## config.mk

```make
export PLATFORM = sky130hd
export DESIGN_NAME = wb_commit_unit
export DESIGN_NICKNAME = d
export VERILOG_FILES = /design/src/rtl/my_cpu_pkg.sv /design/src/rtl/wb_trace_fifo.sv /design/src/rtl/wb_commit_unit.sv
export SDC_FILE = /design/constraint.sdc
export NUM_CORES = 1
export LEC_CHECK = 0
export ABC_AREA = 1
export CAP_MARGIN = 30
export CORE_MARGIN = 1.5
export CORE_UTILIZATION = 52
export CTS_CLUSTER_SIZE = 10
export DETAILED_ROUTE_END_ITERATION = 6
export PLACE_DENSITY = 0.93
export SLEW_MARGIN = 10
export SYNTH_ARGS = -nofsm -noshare
export SYNTH_HDL_FRONTEND = slang
export SYNTH_SLANG_ARGS = --single-unit
```

## constraint.sdc

```tcl
create_clock -name clk -period 5.05 [get_ports clk]
set_input_delay 0.505 -clock clk [delete_from_list [all_inputs] [get_ports clk]]
set_output_delay 0.505 -clock clk [all_outputs]
set_load 0.01 [all_outputs]
```

## src/rtl/my_cpu_pkg.sv

```systemverilog
// Shared CPU definitions: exception codes and debug trace entry sizing.
package my_cpu_pkg;

   localparam logic [5:0] ECODE_ADE = 6'h08;
   localparam logic [5:0] ECODE_ALE = 6'h09;
   localparam logic [5:0] ECODE_SYS = 6'h0B;

   // Trace entry layout is {pc, wnum, wdata}.
   function automatic int trace_w(input int pc_w, input int raddr_w, input int data_w);
      return pc_w + raddr_w + data_w;
   endfunction

endpackage

```

## src/rtl/wb_trace_fifo.sv

```systemverilog
// Circular debug-trace FIFO with one extra pointer bit to tell full from empty.
module wb_trace_fifo
   import my_cpu_pkg::*;
#(
   parameter int WIDTH = 8,
   parameter int DEPTH = 4
) (
   input  logic             clk,
   input  logic             resetn,
   input  logic             push,
   input  logic [WIDTH-1:0] din,
   output logic             full,
   input  logic             pop,
   output logic [WIDTH-1:0] dout,
   output logic             empty
);

   localparam int AW = $clog2(DEPTH);

   logic [WIDTH-1:0] mem [DEPTH];
   logic [AW:0]      wp, rp;
   logic             do_push, do_pop;

   assign empty = (wp == rp);
   assign full  = (wp[AW] != rp[AW]) && (wp[AW-1:0] == rp[AW-1:0]);

   // A pop frees the slot in the same cycle, so a push into a full FIFO succeeds alongside it.
   assign do_push = push && (!full || pop);
   assign do_pop  = pop && !empty;
   assign dout    = mem[rp[AW-1:0]];

   always_ff @(posedge clk or negedge resetn) begin
      if (!resetn) begin
         wp <= '0;
         rp <= '0;
      end else begin
         if (do_push) wp <= wp + (AW+1)'(1);
         if (do_pop)  rp <= rp + (AW+1)'(1);
      end
   end

   always_ff @(posedge clk) begin
      if (do_push) mem[wp[AW-1:0]] <= din;
   end

endmodule

```

## src/rtl/wb_commit_unit.sv

```systemverilog
// Writeback/commit stage: register-file write, exception/ertn flush, ERA/ECODE and a back-pressured trace FIFO.
module wb_commit_unit
   import my_cpu_pkg::*;
#(
   parameter int DATA_W      = 32,
   parameter int PC_W        = 32,
   parameter int RADDR_W     = 5,
   parameter int TRACE_DEPTH = 4
) (
   input  logic               clk,
   input  logic               resetn,
   input  logic               me_valid,
   input  logic [PC_W-1:0]    me_pc,
   input  logic               me_gr_we,
   input  logic [RADDR_W-1:0] me_dest,
   input  logic [DATA_W-1:0]  me_result,
   input  logic               me_ex,
   input  logic [5:0]         me_ecode,
   input  logic               me_ertn,
   input  logic [PC_W-1:0]    csr_eentry,
   output logic               wb_allow_in,
   output logic               rf_we,
   output logic [RADDR_W-1:0] rf_waddr,
   output logic [DATA_W-1:0]  rf_wdata,
   output logic [RADDR_W-1:0] wb_dest,
   output logic [DATA_W-1:0]  wb_fwd_data,
   output logic               wb_flush,
   output logic [PC_W-1:0]    wb_flush_pc,
   output logic [PC_W-1:0]    csr_era,
   output logic [5:0]         csr_ecode,
   output logic               trace_valid,
   input  logic               trace_ready,
   output logic [PC_W-1:0]    trace_pc,
   output logic [RADDR_W-1:0] trace_wnum,
   output logic [DATA_W-1:0]  trace_wdata
);

   localparam int TW = trace_w(PC_W, RADDR_W, DATA_W);

   logic               wb_valid;
   logic [PC_W-1:0]    pc;
   logic               gr_we, ex, ertn;
   logic [RADDR_W-1:0] dest;
   logic [DATA_W-1:0]  result;
   logic [5:0]         ecode;

   logic          wr_ok, ready_go, commit, fifo_full, fifo_empty, trace_pop;
   logic [TW-1:0] fifo_dout;

   assign wr_ok       = wb_valid && gr_we && !ex && !ertn && (dest != '0);
   assign trace_valid = !fifo_empty;
   assign trace_pop   = trace_valid && trace_ready;
   assign ready_go    = !wr_ok || !fifo_full || trace_pop;
   assign wb_allow_in = !wb_valid || ready_go;
   assign commit      = wb_valid && ready_go;

   assign rf_we       = wr_ok && ready_go;
   assign rf_waddr    = wb_valid ? dest : '0;
   assign rf_wdata    = wb_valid ? result : '0;
   assign wb_dest     = wr_ok ? dest : '0;
   assign wb_fwd_data = wb_valid ? result : '0;

   // ex wins over ertn when both are set.
   assign wb_flush    = commit && (ex || ertn);
   assign wb_flush_pc = !wb_flush ? '0 : (ex ? csr_eentry : csr_era);

   always_ff @(posedge clk or negedge resetn) begin
      if (!resetn) begin
         wb_valid  <= 1'b0;
         csr_era   <= '0;
         csr_ecode <= '0;
      end else begin
         if (wb_allow_in) wb_valid <= me_valid && !wb_flush;
         if (wb_flush && ex) begin
            csr_era   <= pc;
            csr_ecode <= ecode;
         end
      end
   end

   // Payload is not reset; every consumer masks it with wb_valid.
   always_ff @(posedge clk) begin
      if (me_valid && wb_allow_in && !wb_flush) begin
         pc     <= me_pc;
         gr_we  <= me_gr_we;
         dest   <= me_dest;
         result <= me_result;
         ex     <= me_ex;
         ecode  <= me_ecode;
         ertn   <= me_ertn;
      end
   end

   wb_trace_fifo #(.WIDTH(TW), .DEPTH(TRACE_DEPTH)) u_trace_fifo (
      .clk    (clk),
      .resetn (resetn),
      .push   (rf_we),
      .din    ({pc, dest, result}),
      .full   (fifo_full),
      .pop    (trace_pop),
      .dout   (fifo_dout),
      .empty  (fifo_empty)
   );

   assign {trace_pc, trace_wnum, trace_wdata} = trace_valid ? fifo_dout : '0;

endmodule

```

==> impl_results.md, run 1 <==
- Clock power frac: around 27%
- CTS Buf Count: 46
- Area grow syn2layout: 29.2%
- Int Power: approximately 7200 uW
- Largest net degree at the start of global routing: 93
- Core area: 30,700 um2
- Crit-path cells: inv_4 -> buf_4 -> o21ai_0 -> o22ai_1 -> nand2_1 -> inv_1 -> clkdlybuf4s50_1
- CP max-delay cell: buf_4
- Drt initial violations: roughly 1,100
- PortBufs: 330
- Most numerous cell in the Yosys netlist: edfxtp_1
- Die height: approximately 180 um
- Site row count: 64
- Critical Path RT: 4.55 ns
- Maximum vdd ir drop: about 0.00037 V
- CTS root buffer: clkbuf_16
- Failing checks: design-rule violations
- Post-CTS Setup Bufs: 0
- Most instantiated cells after synthesis: 354 x edfxtp_1, 332 x nand2_1, 153 x nor2_1
- First-pass GRT wire length: 65.2 mm
- Die Wd: between 150 and 200 um
- CP top delay family: buffers and inverters
- Setup TNS: 0 ns
- DIE AREA: about 32,000 um2
- Top cells by area, synth: edfxtp_1 65%, nand2_1 7.6%, dfrtp_1 6.9%
- Post-synth cell types: 19
- Critical path buffers and inverters: 4
- CP max stage delay: about 0.76 ns
- Clk_lat worst skew: roughly 0.53 ns
- Initial antenna violation count: 1
- Fmax: around 230 MHz
- Status: finished, violations left
- HP Class: input pin to asynchronous set/reset pin
- Pin slew with the least headroom to its limit: about 0.96 ns
- CTS tree: yes
- Relative max-transition margin: between 30% and 40%
- CTS max path bufs: 3
- Post-synth EDFFs: between 300 and 400
- DP Area: 19,700 um2
- Grt ovf: 0
- Number of global-route vias before repair: 12,300
- DRC errors left: 22
- Synthesized flop and latch total: roughly 400
- Reg clk slew, reported paths: ~0.050 ns
- WL/cell: between 15 and 20 um
- Total power per unit cell area: roughly 520 nW/um2
- CTS resizes: 0
- CTS Hold Bufs: 0
- Min Tclk post-route: approximately 4.3 ns
- Synth area leader: edfxtp_1
- Synthesized area: around 16,000 um2
- Most used DFF post-synth: edfxtp_1
- Unrepaired setup endpoints after global routing: false
- Post-Route WL: 42.0 mm
- Share of cells above drive strength 1: 5.89%
- Cells after synthesis: between 1,000 and 1,500
- IO Count: between 300 and 400
- Combinational share of power: between 30% and 40%
- Endpoint type of the worst setup path: primary output
- Vias: 11,800
- Seq/Total Area, Yosys: 72.1%
- Gr usage total: between 20% and 30%
- Final setup violating endpoints: 0
- Sw Share: 33.5%
- Ys async rst share: a little under an eighth
- CTS H-tree lvls: 2
- Nets: between 1,500 and 2,000
- Drt via density: approximately 5.5
- CTS Sinks: 399
- Final ANT Viol Nets: 0
- Final Max Slew Viols: 0
- Synth Net Count: 1,545
- LEAKAGE: between 0.008 and 0.009 uW
- Part of the cycle the worst path needs: between 80% and 90%
- Yosys top cell area share: between 60% and 70%
- Mean Syn Cell Area: 11.4 um2
- Max cap viols: 0
- Synthesis warning total: 0
- Critical Path Start Type: register
- Max FO, Critical Path: 92
- Net switching power figure: roughly 3700 uW
- Fillers: between 2,000 and 2,500
- Final Hold Fails: 0
- Placer Congestion: ~0.83
- Initial core utilization: between 50% and 60%
- Min Hold Slack: ~0.075 ns
- Setup CP Type: register to primary output
- 1st-pass router iterations: 7
- Total power: roughly 11,000 uW
- Post-DP HPWL: approximately 26 mm
- Share of power burned in registers: a little under two fifths
- Post-route cell area: between 20,000 and 25,000 um2
- Clock Skews: 0.0171 ns
- Arr. time, crit path: 3.78 ns
-- power groups by stage --
stage	Clock [uW]	Combinational [uW]	Sequential, uW
after floorplan	0	2090	3990
after global placement	0	3650	4110
after detailed placement	0	3800	4120
after CTS	3000	3840	4060
after global routing	3130	4200	4090
final	2950	3880	4070
-- metrics by stage --
stage,setup slack (ns),cells,utilization [%]
after global placement,1.54,2058,64.0
after CTS,0.767,2144,68.3
final,0.761,2147,68.5
after detailed placement,1.42,2058,64.0
after global routing,0.639,2147,68.5
after floorplan,0.531,1426,-
-- final cells by class --
type / instances / area [um2] / share of cell area, %
antenna: 1 / 2.50 / 0.0119
clock buffer: 82 / 1310 / 6.20
clock inverter: 4 / 38.8 / 0.184
inverter: 160 / 603 / 2.86
multi-input combinational: 755 / 3360 / 16.0
sequential: 399 / 11800 / 55.8
tap: 396 / 495 / 2.35
timing repair buffer: 350 / 3500 / 16.6
-- per-layer routing --
layer | GRT usage, % | wire (um)
met4 | 11.5 | 1560
met2 | 45.9 | 21600
met1 | 30.1 | 15700
met5 | 0 | 0
met3 | 5.11 | 3100
-- final timing paths --
path | end | start | cells after the start | slack (ns)
worst min register to register | csr_ecode[2] | csr_ecode[2] | 2 | 0.48
worst min-delay path | csr_era[19] | resetn | 2 | 0.08
worst max register to register | pc[2] | u_trace_fifo.rp[0] | 7 | 1.78
min in group clk | csr_ecode[2] | csr_ecode[2] | 2 | 0.48
worst max-delay path | trace_pc[11] | u_trace_fifo.rp[0] | 7 | 0.76
max in group asynchronous | u_trace_fifo.rp[0] | resetn | 2 | 4.45
-- sequential cells by signal (all words and copies together) (netlist names) --
| register | count |
|---|---|
| wb_valid | 1 |
| u_trace_fifo.rp | 3 |
| dest | 5 |
| u_trace_fifo.wp | 3 |
| result | 32 |
| ex | 1 |
| pc | 32 |
| ertn | 1 |
| csr_ecode | 6 |
| csr_era | 32 |
| gr_we | 1 |
| u_trace_fifo.mem | 276 |
| ecode | 6 |
-- layout by cell type, fill, tap and decap left out, drive strengths merged --
cell type	instances
edfxtp	354
nand2	340
clkdlybuf4s50	329
inv	162
nor2	153
o21ai	138
clkbuf	82
o22ai	70
nand3	45
dfrtp	45
buf	21
ha	5
xor2	2
clkinv	2
diode	1
and2	1
o21a	1
-- logic make-up after synthesis --
family	synth area share, %
DFF	72.1
and+or+nand+nor	12.9
AOI/OAI and AO/OA	6.96
buffers and inverters	7.60
adders and majority gates	0.383
xor gates and xnor gates	0.107
No activity file was read; power rests on OpenSTA's default activity.
==> run 2: changes to the inputs <==
Settings changed: CORE_UTILIZATION 52 to 47, PLACE_DENSITY 0.93 to 0.89.
Clock period 5.05 ns to 3.8 ns, I/O delays scaled along.
==> impl_results.md, run 2 (synthesis results as in run 1) <==
- Status: complete, no violations
- CP top delay family: buffers and inverters
- Clock power frac: 27.4% (+0.3 points)
- Sw Share: 33.0% (-0.56 points)
- 1st-pass router iterations: 5 (-2)
- Final Hold Fails: 0 (unchanged)
- Share of cells above drive strength 1: 5.87% (-0.020 points)
- Setup TNS: 0 ns (unchanged)
- Core area: 34,400 um2 (+12%)
- DP Area: 19,800 um2 (+0.64%)
- CTS max path bufs: 3 (unchanged)
- Clk_lat worst skew: 0.55 ns (+0.02 ns)
- Total power: 14,400 uW (+32%)
- Part of the cycle the worst path needs: between 90% and 100%
- Unrepaired setup endpoints after global routing: false
- Initial core utilization: 47.5% (-5.6 points)
- Relative max-transition margin: 36.0% (about the same)
- HP Class: input pin to asynchronous set/reset pin
- Drt via density: 5.27 (-4.1%)
- Min Tclk post-route: 3.45 ns
- CTS tree: yes
- Max FO, Critical Path: 139 (+51%)
- Endpoint type of the worst setup path: primary output
- Critical Path Start Type: register
- R2r worst-path depth: 7 (unchanged)
- First-pass GRT wire length: 61.9 mm (-5.0%)
- IO Count: 331 (unchanged)
- Final ANT Viol Nets: 0 (unchanged)
- Post-route cell area: 21,100 um2 (+0.36%)
- Largest net degree at the start of global routing: 140 (+51%)
- Multi-input gate area: 3360 um2 (unchanged)
- Combinational share of power: 35.6% (about the same)
- CTS root buffer: clkbuf_16
- Gr usage total: 22.5% (-3.2 points)
- Final Max Slew Viols: 0 (unchanged)
- Setup CP Type: register to primary output
- Critical Path RT: 3.42 ns (-1.13 ns)
- Fin cells: 2,195 (+2.2%)
- Crit-path cells: inv_4 -> buf_12 -> o21ai_0 -> o22ai_1 -> nand2_1 -> inv_1 -> clkdlybuf4s50_1
- CTS resizes: 0 (unchanged)
- Post-Route WL: 40.8 mm (-2.8%)
- Initial antenna violation count: 2 (+1)
- Nets: 1,832 (+0.055%)
- Reg clk slew, reported paths: 0.05 ns (about the same)
- Register area: 11,800 um2 (unchanged)
- DIE AREA: 35,800 um2 (+10%)
- Post-DP HPWL: 25.4 mm (-1.6%)
- Drt initial violations: 875 (-21%)
- CTS Buf Count: 46 (unchanged)
- DRC errors left: 0 (-100%)
- CTS Sinks: 399 (unchanged)
- Total power per unit cell area: 681 nW/um2 (+32%)
- Max cap viols: 0 (unchanged)
- Fillers: 2,580 (+26%)
- CP max stage delay: 0.64 ns (-0.12 ns)
- Number of global-route vias before repair: 11,700 (-5.2%)
- Site row count: 68 (+6.3%)
- Area grow syn2layout: 29.6%
- Share of power burned in registers: 37.0% (-0.3 points)
- Min Hold Slack: 0.256 ns (+0.181 ns)
- Net switching power figure: 4750 uW (+30%)
- Grt ovf: 0 (unchanged)
- Int Power: 9660 uW (+33%)
- LEAKAGE: 0.00855 uW (about the same)
- Die Wd: 189 um (+5.1%)
- Number of flip-flops in the largest register: 276 (unchanged)
- Pin slew with the least headroom to its limit: 0.959 ns (-0.000443 ns)
- Clock Skews: 0.0276 ns (+0.0105 ns)
- PortBufs: 330 (unchanged)
- Die height: 189 um (+5.1%)
- Inst Count DP: 2,119 (+3.0%)
- Most frequent cells in the layout: 354 x edfxtp_1, 331 x nand2_1, 329 x clkdlybuf4s50_1, 149 x nor2_1, 148 x inv_1
- Arr. time, crit path: 3.07 ns (-0.71 ns)
- Maximum vdd ir drop: 0.000601 V (+64%)
- CP max-delay cell: dfrtp_4
- Vias: 11,600 (-2.0%)
- Final setup violating endpoints: 0 (unchanged)
- Path length in cells of the critical path: 7 (unchanged)
- Fmax: ~290 MHz
- Commonest non-fill, non-tap cell in the layout: edfxtp_1
- Placer Congestion: 0.809 (-2.9%)
- Critical path buffers and inverters: 4 (unchanged)
- WL/cell: 18.6 um (-4.9%)
- CTS H-tree lvls: 2 (unchanged)
==> run 2: stage by stage <==
| stage | util (%) | worst slack (ns) |
|---|---|---|
| 2_1_floorplan | - | -0.719 |
| 3_3_place_gp | 57.6 | 0.950 |
| 3_5_place_dp | 57.6 | 0.903 |
| 4_1_cts | 61.5 | 0.347 |
| 5_1_grt | 61.5 | 0.173 |
| 6_report | 61.5 | 0.354 |
==> run 2: final cells by class <==
type	instances	share of cell area, %
Sequential cell	399	55.6
Clock inverter	3	0.296
Timing Repair Buffer	351	16.6
Inverter	160	2.85
Multi-Input combinational cell	755	15.9
Antenna cell	1	0.0118
Clock buffer	71	6.03
Tap cell	455	2.69
==> run 2: power groups by stage <==
stage / Clock, uW / Sequential [uW] / Combinational (uW)
finish: 3950 / 5330 / 5130
global route: 4180 / 5360 / 5570
CTS: 4010 / 5320 / 5180
detailed placement: 0 / 5410 / 5150
global placement: 0 / 5390 / 5000
floorplan: 0 / 5310 / 2780
==> run 2: worst paths after layout <==
| check | slack, ns | from | to |
|---|---|---|---|
| setup / recovery | 0.35 | u_trace_fifo.rp[0] | trace_pc[1] |
| hold / removal | 0.26 | resetn | csr_ecode[1] |
| setup reg to reg | 1.03 | u_trace_fifo.rp[1] | pc[8] |
| hold reg to reg | 0.49 | csr_ecode[3] | csr_ecode[3] |
| max in group asynchronous | 2.68 | resetn | u_trace_fifo.rp[0] |
| min in group clk | 0.38 | me_pc[19] | pc[19] |
==> run 2: timing repair <==
| action | 4_1_cts | 5_1_grt |
|---|---|---|
| hold buffers | 1 | 0 |
| setup buffers | 0 | 0 |
| endpoints found under the hold margin | 11 | 0 |
==> run 2: metal layers <==
metal  wire (um)  GRT usage, %  vias to the layer above
met1       15400          27.1                     5558
met4        1770          11.0                        0
met5           0             0                        -
li1            -             -                     5311
met3        3150          3.97                      110
met2       20500          39.0                      593
